File: src/rtl/decoder_para_seq_if.sv
// ============================================================================
// Module   : decoder_para_seq_if
// Brief    : Request handshake and one-hot output bundle for decoder_para_seq.
// Revision : 1.0 - initial release
// ============================================================================
`default_nettype none

interface decoder_para_seq_if #(
  parameter int N      = 3,
  parameter int HOLD_W = 4
);
  localparam int M = 1 << N;

  logic              in_valid;
  logic              in_ready;
  logic [N-1:0]      in_idx;
  logic [HOLD_W-1:0] in_hold;
  logic [M-1:0]      out;
  logic              out_valid;
  logic              busy;

  modport master (
    output in_valid, in_idx, in_hold,
    input  in_ready, out, out_valid, busy
  );

  modport slave (
    input  in_valid, in_idx, in_hold,
    output in_ready, out, out_valid, busy
  );
endinterface

`default_nettype wire

File: src/rtl/decoder_para_seq.sv
// ============================================================================
// Module   : decoder_para_seq
// Brief    : Registered N-to-2^N one-hot decoder with per-request hold time
//            and a one-entry pending buffer for gap-free back-to-back requests.
// Revision : 1.0 - initial release
// ============================================================================
`default_nettype none

module decoder_para_seq #(
  parameter int N      = 3,
  parameter int HOLD_W = 4
) (
  input  logic              clk,
  input  logic              clr,
  decoder_para_seq_if.slave bus
);
  localparam int M = 1 << N;
  localparam logic [M-1:0]      c_one     = {{(M-1){1'b0}}, 1'b1};
  localparam logic [HOLD_W-1:0] c_cnt_one = {{(HOLD_W-1){1'b0}}, 1'b1};

  typedef enum logic [0:0] {
    ST_IDLE  = 1'b0,
    ST_DRIVE = 1'b1
  } state_t;

  state_t            r_state,     w_state_nxt;
  logic [M-1:0]      r_out,       w_out_nxt;
  logic [HOLD_W-1:0] r_cnt,       w_cnt_nxt;
  logic              r_pend_full, w_pend_full_nxt;
  logic [N-1:0]      r_pend_idx,  w_pend_idx_nxt;
  logic [HOLD_W-1:0] r_pend_hold, w_pend_hold_nxt;

  logic              w_ready;
  logic              w_accept;
  logic [HOLD_W-1:0] w_hold_eff;

  assign w_ready    = !clr && !r_pend_full;
  assign w_accept   = bus.in_valid && w_ready;
  assign w_hold_eff = (bus.in_hold == '0) ? c_cnt_one : bus.in_hold;

  always_ff @(posedge clk) begin
    if (clr) begin
      r_state     <= ST_IDLE;
      r_out       <= '0;
      r_cnt       <= '0;
      r_pend_full <= 1'b0;
      r_pend_idx  <= '0;
      r_pend_hold <= '0;
    end else begin
      r_state     <= w_state_nxt;
      r_out       <= w_out_nxt;
      r_cnt       <= w_cnt_nxt;
      r_pend_full <= w_pend_full_nxt;
      r_pend_idx  <= w_pend_idx_nxt;
      r_pend_hold <= w_pend_hold_nxt;
    end
  end

  always_comb begin
    w_state_nxt     = r_state;
    w_out_nxt       = r_out;
    w_cnt_nxt       = r_cnt;
    w_pend_full_nxt = r_pend_full;
    w_pend_idx_nxt  = r_pend_idx;
    w_pend_hold_nxt = r_pend_hold;

    case (r_state)
      ST_IDLE: begin
        if (w_accept) begin
          w_out_nxt   = c_one << bus.in_idx;
          w_cnt_nxt   = w_hold_eff;
          w_state_nxt = ST_DRIVE;
        end
      end
      ST_DRIVE: begin
        if (r_cnt > c_cnt_one) begin
          w_cnt_nxt = r_cnt - c_cnt_one;
          if (w_accept) begin
            w_pend_full_nxt = 1'b1;
            w_pend_idx_nxt  = bus.in_idx;
            w_pend_hold_nxt = w_hold_eff;
          end
        end else if (r_pend_full) begin
          w_out_nxt       = c_one << r_pend_idx;
          w_cnt_nxt       = r_pend_hold;
          w_pend_full_nxt = 1'b0;
        end else if (w_accept) begin
          // Last cycle of the active request: a fresh request skips the buffer.
          w_out_nxt = c_one << bus.in_idx;
          w_cnt_nxt = w_hold_eff;
        end else begin
          w_out_nxt   = '0;
          w_cnt_nxt   = '0;
          w_state_nxt = ST_IDLE;
        end
      end
      default: begin
        w_out_nxt   = '0;
        w_cnt_nxt   = '0;
        w_state_nxt = ST_IDLE;
      end
    endcase
  end

  assign bus.in_ready  = w_ready;
  assign bus.out       = r_out;
  assign bus.out_valid = (r_state == ST_DRIVE);
  assign bus.busy      = (r_state == ST_DRIVE) || r_pend_full;

endmodule

`default_nettype wire

File: src/flat_wrapper.sv
// flat-port wrapper written by rule: the top's interface ports become plain ports
module decoder_para_seq_flat 
#(
  parameter int N      = 3,
  parameter int HOLD_W = 4
)
  (clk, clr, bus_in_valid, bus_in_idx, bus_in_hold, bus_in_ready, bus_out, bus_out_valid, bus_busy);
  decoder_para_seq_if #(.N(N), .HOLD_W(HOLD_W)) bus_i ();
  input  logic clk;
  input  logic clr;
  input wire logic [$bits(bus_i.in_valid)-1:0] bus_in_valid;
  input wire logic [$bits(bus_i.in_idx)-1:0] bus_in_idx;
  input wire logic [$bits(bus_i.in_hold)-1:0] bus_in_hold;
  output wire logic [$bits(bus_i.in_ready)-1:0] bus_in_ready;
  output wire logic [$bits(bus_i.out)-1:0] bus_out;
  output wire logic [$bits(bus_i.out_valid)-1:0] bus_out_valid;
  output wire logic [$bits(bus_i.busy)-1:0] bus_busy;
  assign bus_i.in_valid = bus_in_valid;
  assign bus_i.in_idx = bus_in_idx;
  assign bus_i.in_hold = bus_in_hold;
  assign bus_in_ready = bus_i.in_ready;
  assign bus_out = bus_i.out;
  assign bus_out_valid = bus_i.out_valid;
  assign bus_busy = bus_i.busy;
  decoder_para_seq #(.N(N), .HOLD_W(HOLD_W)) u_core (.clk(clk), .clr(clr), .bus(bus_i));
endmodule
File: config.mk
export PLATFORM = sky130hd
export DESIGN_NAME = decoder_para_seq_flat
export DESIGN_NICKNAME = d
export VERILOG_FILES = /design/src/rtl/decoder_para_seq_if.sv /design/src/rtl/decoder_para_seq.sv /design/src/flat_wrapper.sv
export SDC_FILE = /design/constraint.sdc
export NUM_CORES = 1
export LEC_CHECK = 0
export CORE_ASPECT_RATIO = 1.2
export CORE_MARGIN = 2
export CORE_UTILIZATION = 31
export CTS_BUF_LIST = sky130_fd_sc_hd__clkbuf_4 sky130_fd_sc_hd__clkbuf_8 sky130_fd_sc_hd__clkbuf_16
export DETAILED_ROUTE_END_ITERATION = 6
export GPL_TIMING_DRIVEN = 0
export HOLD_SLACK_MARGIN = 0.08
export PLACE_DENSITY = 0.57
export REMOVE_ABC_BUFFERS = 1
export SYNTH_ARGS = -nofsm -noshare
export SYNTH_HDL_FRONTEND = slang
export SYNTH_SLANG_ARGS = --single-unit
File: constraint.sdc
create_clock -name clk -period 2.55 [get_ports clk]
set_clock_uncertainty 0.2 [all_clocks]
set_input_delay 0.51 -clock clk [delete_from_list [all_inputs] [get_ports clk]]
set_output_delay 0.51 -clock clk [all_outputs]
set_load 0.01 [all_outputs]
Word-level counts from Yosys, hierarchy flattened
Index checks and enable logic that the tools add are counted.
{"block": "op_classes", "addsub": 1, "order_cmp": 1, "eq_ne": 3, "shifts": 2, "mux": 17, "bitwise_logic": 1, "n_reduce_logical": 9}
{"cell": "$mux 8", "n": 4}
{"cell": "$mux 4", "n": 5}
{"cell": "$pmux 8 s2", "n": 1}
{"cell": "$shl 1x3->8 const A", "n": 2}
{"cell": "$pmux 4 s2", "n": 1}
{"cell": "$mux 1", "n": 5}
{"cell": "$gt 4x1->1 const B", "n": 1}
{"cell": "$logic_not 4->1", "n": 1}
{"cell": "$ne 2x1->1 const B", "n": 2}
{"cell": "$reduce_and 2->1", "n": 2}
{"cell": "$sub 4x1->4 const B", "n": 1}
{"cell": "$reduce_and 3->1", "n": 1}
{"cell": "$logic_and 1x1->1", "n": 2}
{"cell": "$logic_not 1->1", "n": 2}
{"cell": "$ne 2x2->1 const B", "n": 1}
{"cell": "$pmux 1 s2", "n": 1}
{"cell": "$logic_or 1x1->1", "n": 1}
{"cell": "$not 1->1", "n": 1}
{"block": "word_totals", "ff_bits": 21, "input_bits": 10, "out_inout_bits": 11, "wordCells": 40}

Depth between registers and ports, before layout
{"block": "depth", "ltp_word": 7, "depth_mapped": 7, "depth_no_buf": 6}

Least setup slack after synthesis
No wires, ideal clock.
{"block": "synth_timing", "path_type": "input to register", "from": "in clr", "to": "reg u_core.r_out[1] (netlist: u_core.bus.out[1])", "setup_ns": 0.133, "arrival_ns": 1.502, "required_time_ns": 2.217, "slack_ns": 0.715, "stages": 6, "n_path_buf": 2, "cell_sequence": "buf_6 -> nor3b_2 -> nor2_1 -> buf_2 -> nor3_1 -> nor3_1"}
{"block": "synth_via", "elab_chain_len": 7, "elab_cells_between_ends": 9, "classes_between": "1 x eq/ne; 4 x mux; 4 x reduce/logical"}
{"item": "start: declaration", "line_no": "flat_wrapper.sv:10", "source": "input logic clr;"}
{"item": "$logic_not 1->1", "line_no": "decoder_para_seq.sv:37", "source": "assign w_ready = !clr && !r_pend_full;"}
{"item": "$logic_and 1x1->1", "line_no": "decoder_para_seq.sv:37"}
{"item": "$logic_and 1x1->1", "line_no": "decoder_para_seq.sv:38", "source": "assign w_accept = bus.in_valid && w_ready;"}
{"item": "$mux 8", "line_no": "decoder_para_seq.sv:87", "source": "end else if (w_accept) begin"}
{"item": "$mux 8", "line_no": "decoder_para_seq.sv:83", "source": "end else if (r_pend_full) begin"}
{"item": "$mux 8", "line_no": "decoder_para_seq.sv:76", "source": "if (r_cnt > c_cnt_one) begin"}
{"item": "$pmux 8 s2", "line_no": "decoder_para_seq.sv:67", "source": "case (r_state)"}
{"item": "end signal: assignment", "line_no": "decoder_para_seq.sv:51", "source": "r_out <= w_out_nxt;"}
{"item": "end: declaration", "line_no": "decoder_para_seq.sv:27", "source": "logic [M-1:0] r_out, w_out_nxt;"}
Parallel ways exist; a longest one is shown, timed or not. The select of a mux whose other input is x is not followed.
A chain may end at the register's enable or synchronous reset.

Final worst setup path
{"block": "layout_timing", "from": "reg u_core.r_state (netlist: u_core.bus.out_valid)", "to": "out bus_busy"}
{"block": "layout_via", "elab_chain_len": 1}
{"item": "start: declaration", "line_no": "decoder_para_seq.sv:26", "source": "state_t r_state, w_state_nxt;"}
{"item": "start signal: assignment", "line_no": "decoder_para_seq.sv:50", "source": "r_state <= w_state_nxt;"}
{"item": "$logic_or 1x1->1", "line_no": "decoder_para_seq.sv:108", "source": "assign bus.busy = (r_state == ST_DRIVE) || r_pend_full;"}
{"item": "end: declaration", "line_no": "flat_wrapper.sv:17", "source": "output wire logic [$bits(bus_i.busy)-1:0] bus_busy;"}
Every way passes these cells.

==> run metrics <==
leading area contributor after synthesis=dfxtp_1; CTS tree=yes; Nets=approximately 160; Worst Setup SP=u_core.bus.out_valid; clk buf depth=2; GR Util All Layers=0.1476; Avg Synthesized Cell Area=about 8.6 sq um; Die W=59.84 microns; Layout Utilization=0.3906; Total Wirelength=about 2800 microns; H-Tree Depth=1; Worst-Skew Late Latency=0.25 ns; max_slew headroom=0.4633; worst min path class=flop to flop; crit end category=output pin; overall power=around 0.83 mW; Cell Area, Synth=between 0.001 and 0.0015 sq mm; first-pass GRT wire length=between 4000 and 5000 microns; post-synthesis compound-gate area fraction=0.2557; hold path start=u_core.r_pend_hold[1]; status=complete, no violations; ANT nets after route=0; CP Launch Type=flop; Post-Synth Adder-Cell Area=0.02157; WS Path Type=flop to output pin; vias in the first global route=roughly 1100; root buffer cell=clkbuf_8; Power Density=589.5 mW/mm^2; Remaining DRCs=0; Worst Tran Pin Value=between 0.7 and 0.8 ns; Ant. Diodes=0; 1st-iter DRT viols=36; Initial Utilization=0.3219; main combinational cell family by area after synthesis=compound AO/OA/AOI/OAI gates; XOR/XNOR share of the synthesized area=0; top cells by area, synth=dfxtp_1, nor3_1, a21oi_1; CTS sink count=21; register area=between 400 and 500 sq um; EDFF count, synth=0; post-synthesis sequential area ratio=0.3625; largest net degree at the start of global routing=27; setup_tns=0 ns; DP Area=0.001355 sq mm; initial antenna violation count=0; Max rail drop VDD=0.2234 mV; Inserted Clock Buffers=3; most frequent cells after synthesis=dfxtp_1, nor3_1, a21oi_1; yosys warns=0; vias per inst=roughly 5.7; R2R cell count=6; Data required, critical path=~1.8 ns; Placement Setup Slack=-0.7411 ns; area share of the leading cell type in the synthesized netlist=0.3625; top_reg_cell synth=dfxtp_1; vias after detailed routing=1075; multi-input logic area=between 600 and 700 sq um; Hold Buf Count CTS=0; Post-Place Cells=about 180; Post-DP HPWL=2018 microns; clock slew at reported path FFs=about 0.080 ns; share of layout cells above drive strength 1=0.1141; Syn-to-layout area delta=21.36%; site row count=24; RSZ-0062 raised after global routing=false; Leak=0.5019 nW; #FFs+latches synth=21; IO Pins=21; hold depth=2; # setup viols final=0; TritonRoute pass-1 iters=4; core footprint=0.003603 sq mm; Hold WS=0.3066 ns; IO Port Bufs=20; Post-Layout Cell Count=around 190; Arr. time, crit path=about 1.7 ns; Cell variety after synth=39; Max-Cap Viols=0; Crit Path Max Fanout=18; FMAX=between 400 and 500 MHz; Mapped Cells=between 100 and 150; WL per Instance=between 10 and 15 microns; Die Ht=~70 microns; Remaining Overflow, GRT=0; fin worst setup slack=~0.11 ns; fin crit share=0.9569; full die area=roughly 0.0042 sq mm; pins over their slew limit=0; mux contribution to synthesized area=0.05178; Final Hold Fails=0; # Post-CTS Setup Buffers=0; most frequent cell after synthesis=dfxtp_1; RR Startpoint=u_core.r_cnt[0]; Final Critical Period=between 2 and 2.5 ns; share of async-settable or async-resettable flops after synthesis=0; Design Area, Final=~0.0014 sq mm; Fillers=between 300 and 400; Synth Area in Simple Gates=0.2524; routability congestion estimate=slightly above 0.8
==> what timing repair did <==
item	4_1_cts	5_1_grt
gates resized for setup	3	1
setup endpoints to repair	20	1
hold endpoints to repair	0	0
==> cells in the final DEF (no fill, tap or decap) <==
cell / n
a22oi_1: 1
a31o_2: 1
o32ai_2: 1
a32o_1: 3
a2bb2oi_1: 1
inv_1: 3
mux2i_1: 6
clkbuf_4: 1
o31ai_1: 2
o22ai_1: 6
clkbuf_8: 3
a31oi_1: 1
nor2_1: 10
nor3b_2: 1
clkdlybuf4s50_1: 19
o32ai_1: 1
clkdlybuf4s15_2: 1
nor2_2: 2
nand3b_1: 2
nand2b_1: 4
o21ai_1: 2
dfxtp_1: 21
nand2_1: 3
ha_1: 2
or2_0: 1
a211o_1: 1
a21oi_1: 14
nand4b_1: 1
nand3_1: 1
o21a_1: 2
or4b_4: 1
a32oi_1: 1
or3b_2: 1
or2_2: 2
nand4bb_1: 1
o211ai_4: 1
o21ai_0: 3
nor3_2: 2
nor3_1: 19
a221oi_1: 1
==> flip-flops by register name, indices dropped and copies added, names as in the netlist <==
register and count:
u_core.r_pend_full 1, u_core.r_pend_hold 4, u_core.bus.out_valid 1, u_core.r_pend_idx 3, u_core.bus.out 8, u_core.r_cnt 4
==> kinds of logic after synthesis <==
group | Yosys count
adder cells (fa/ha/maj) | 2
buffers and inverters | 13
flip-flops | 21
multiplexers | 6
AND/OR/NAND/NOR | 51
AO/OA/AOI/OAI | 42
==> per-layer routing <==
layer / wire length (microns) / global-route usage / up-vias
met5: 0 / 0 / -
met4: 34 / 0.06173 / 0
met3: 101 / 0.02742 / 6
met2: 1465 / 0.2464 / 28
met1: 1194 / 0.1815 / 506
li1: - / - / 535
==> final timing paths <==
kind / slack [ns] / end
worst min-delay path: 0.31 / u_core.r_pend_hold[1]
worst max register to register: 0.38 / u_core.r_cnt[2]
worst max-delay path: 0.11 / bus_busy
worst min register to register: 0.31 / u_core.r_pend_hold[1]
==> report_power, final <==
part           switching, mW  total [mW]  internal [mW]
clock                  0.105       0.227          0.122
combinational          0.115       0.222          0.106
sequential            0.0279       0.381          0.353
total                  0.248       0.830          0.582
==> critical path, stage by stage, from the launching register on <==
cell and delay [ns]:
dfxtp_1 0.73, or2_2 0.22, clkdlybuf4s50_1 0.53
==> layout make-up <==
type / count / area share
Tap cell: 39 / 0.03467
Clock buffer: 4 / 0.03467
Sequential cell: 21 / 0.2987
Inverter: 3 / 0.008000
Multi-Input combinational cell: 101 / 0.4809
Timing Repair Buffer: 20 / 0.1431
Note: power is estimated with default switching activity, not from simulation.
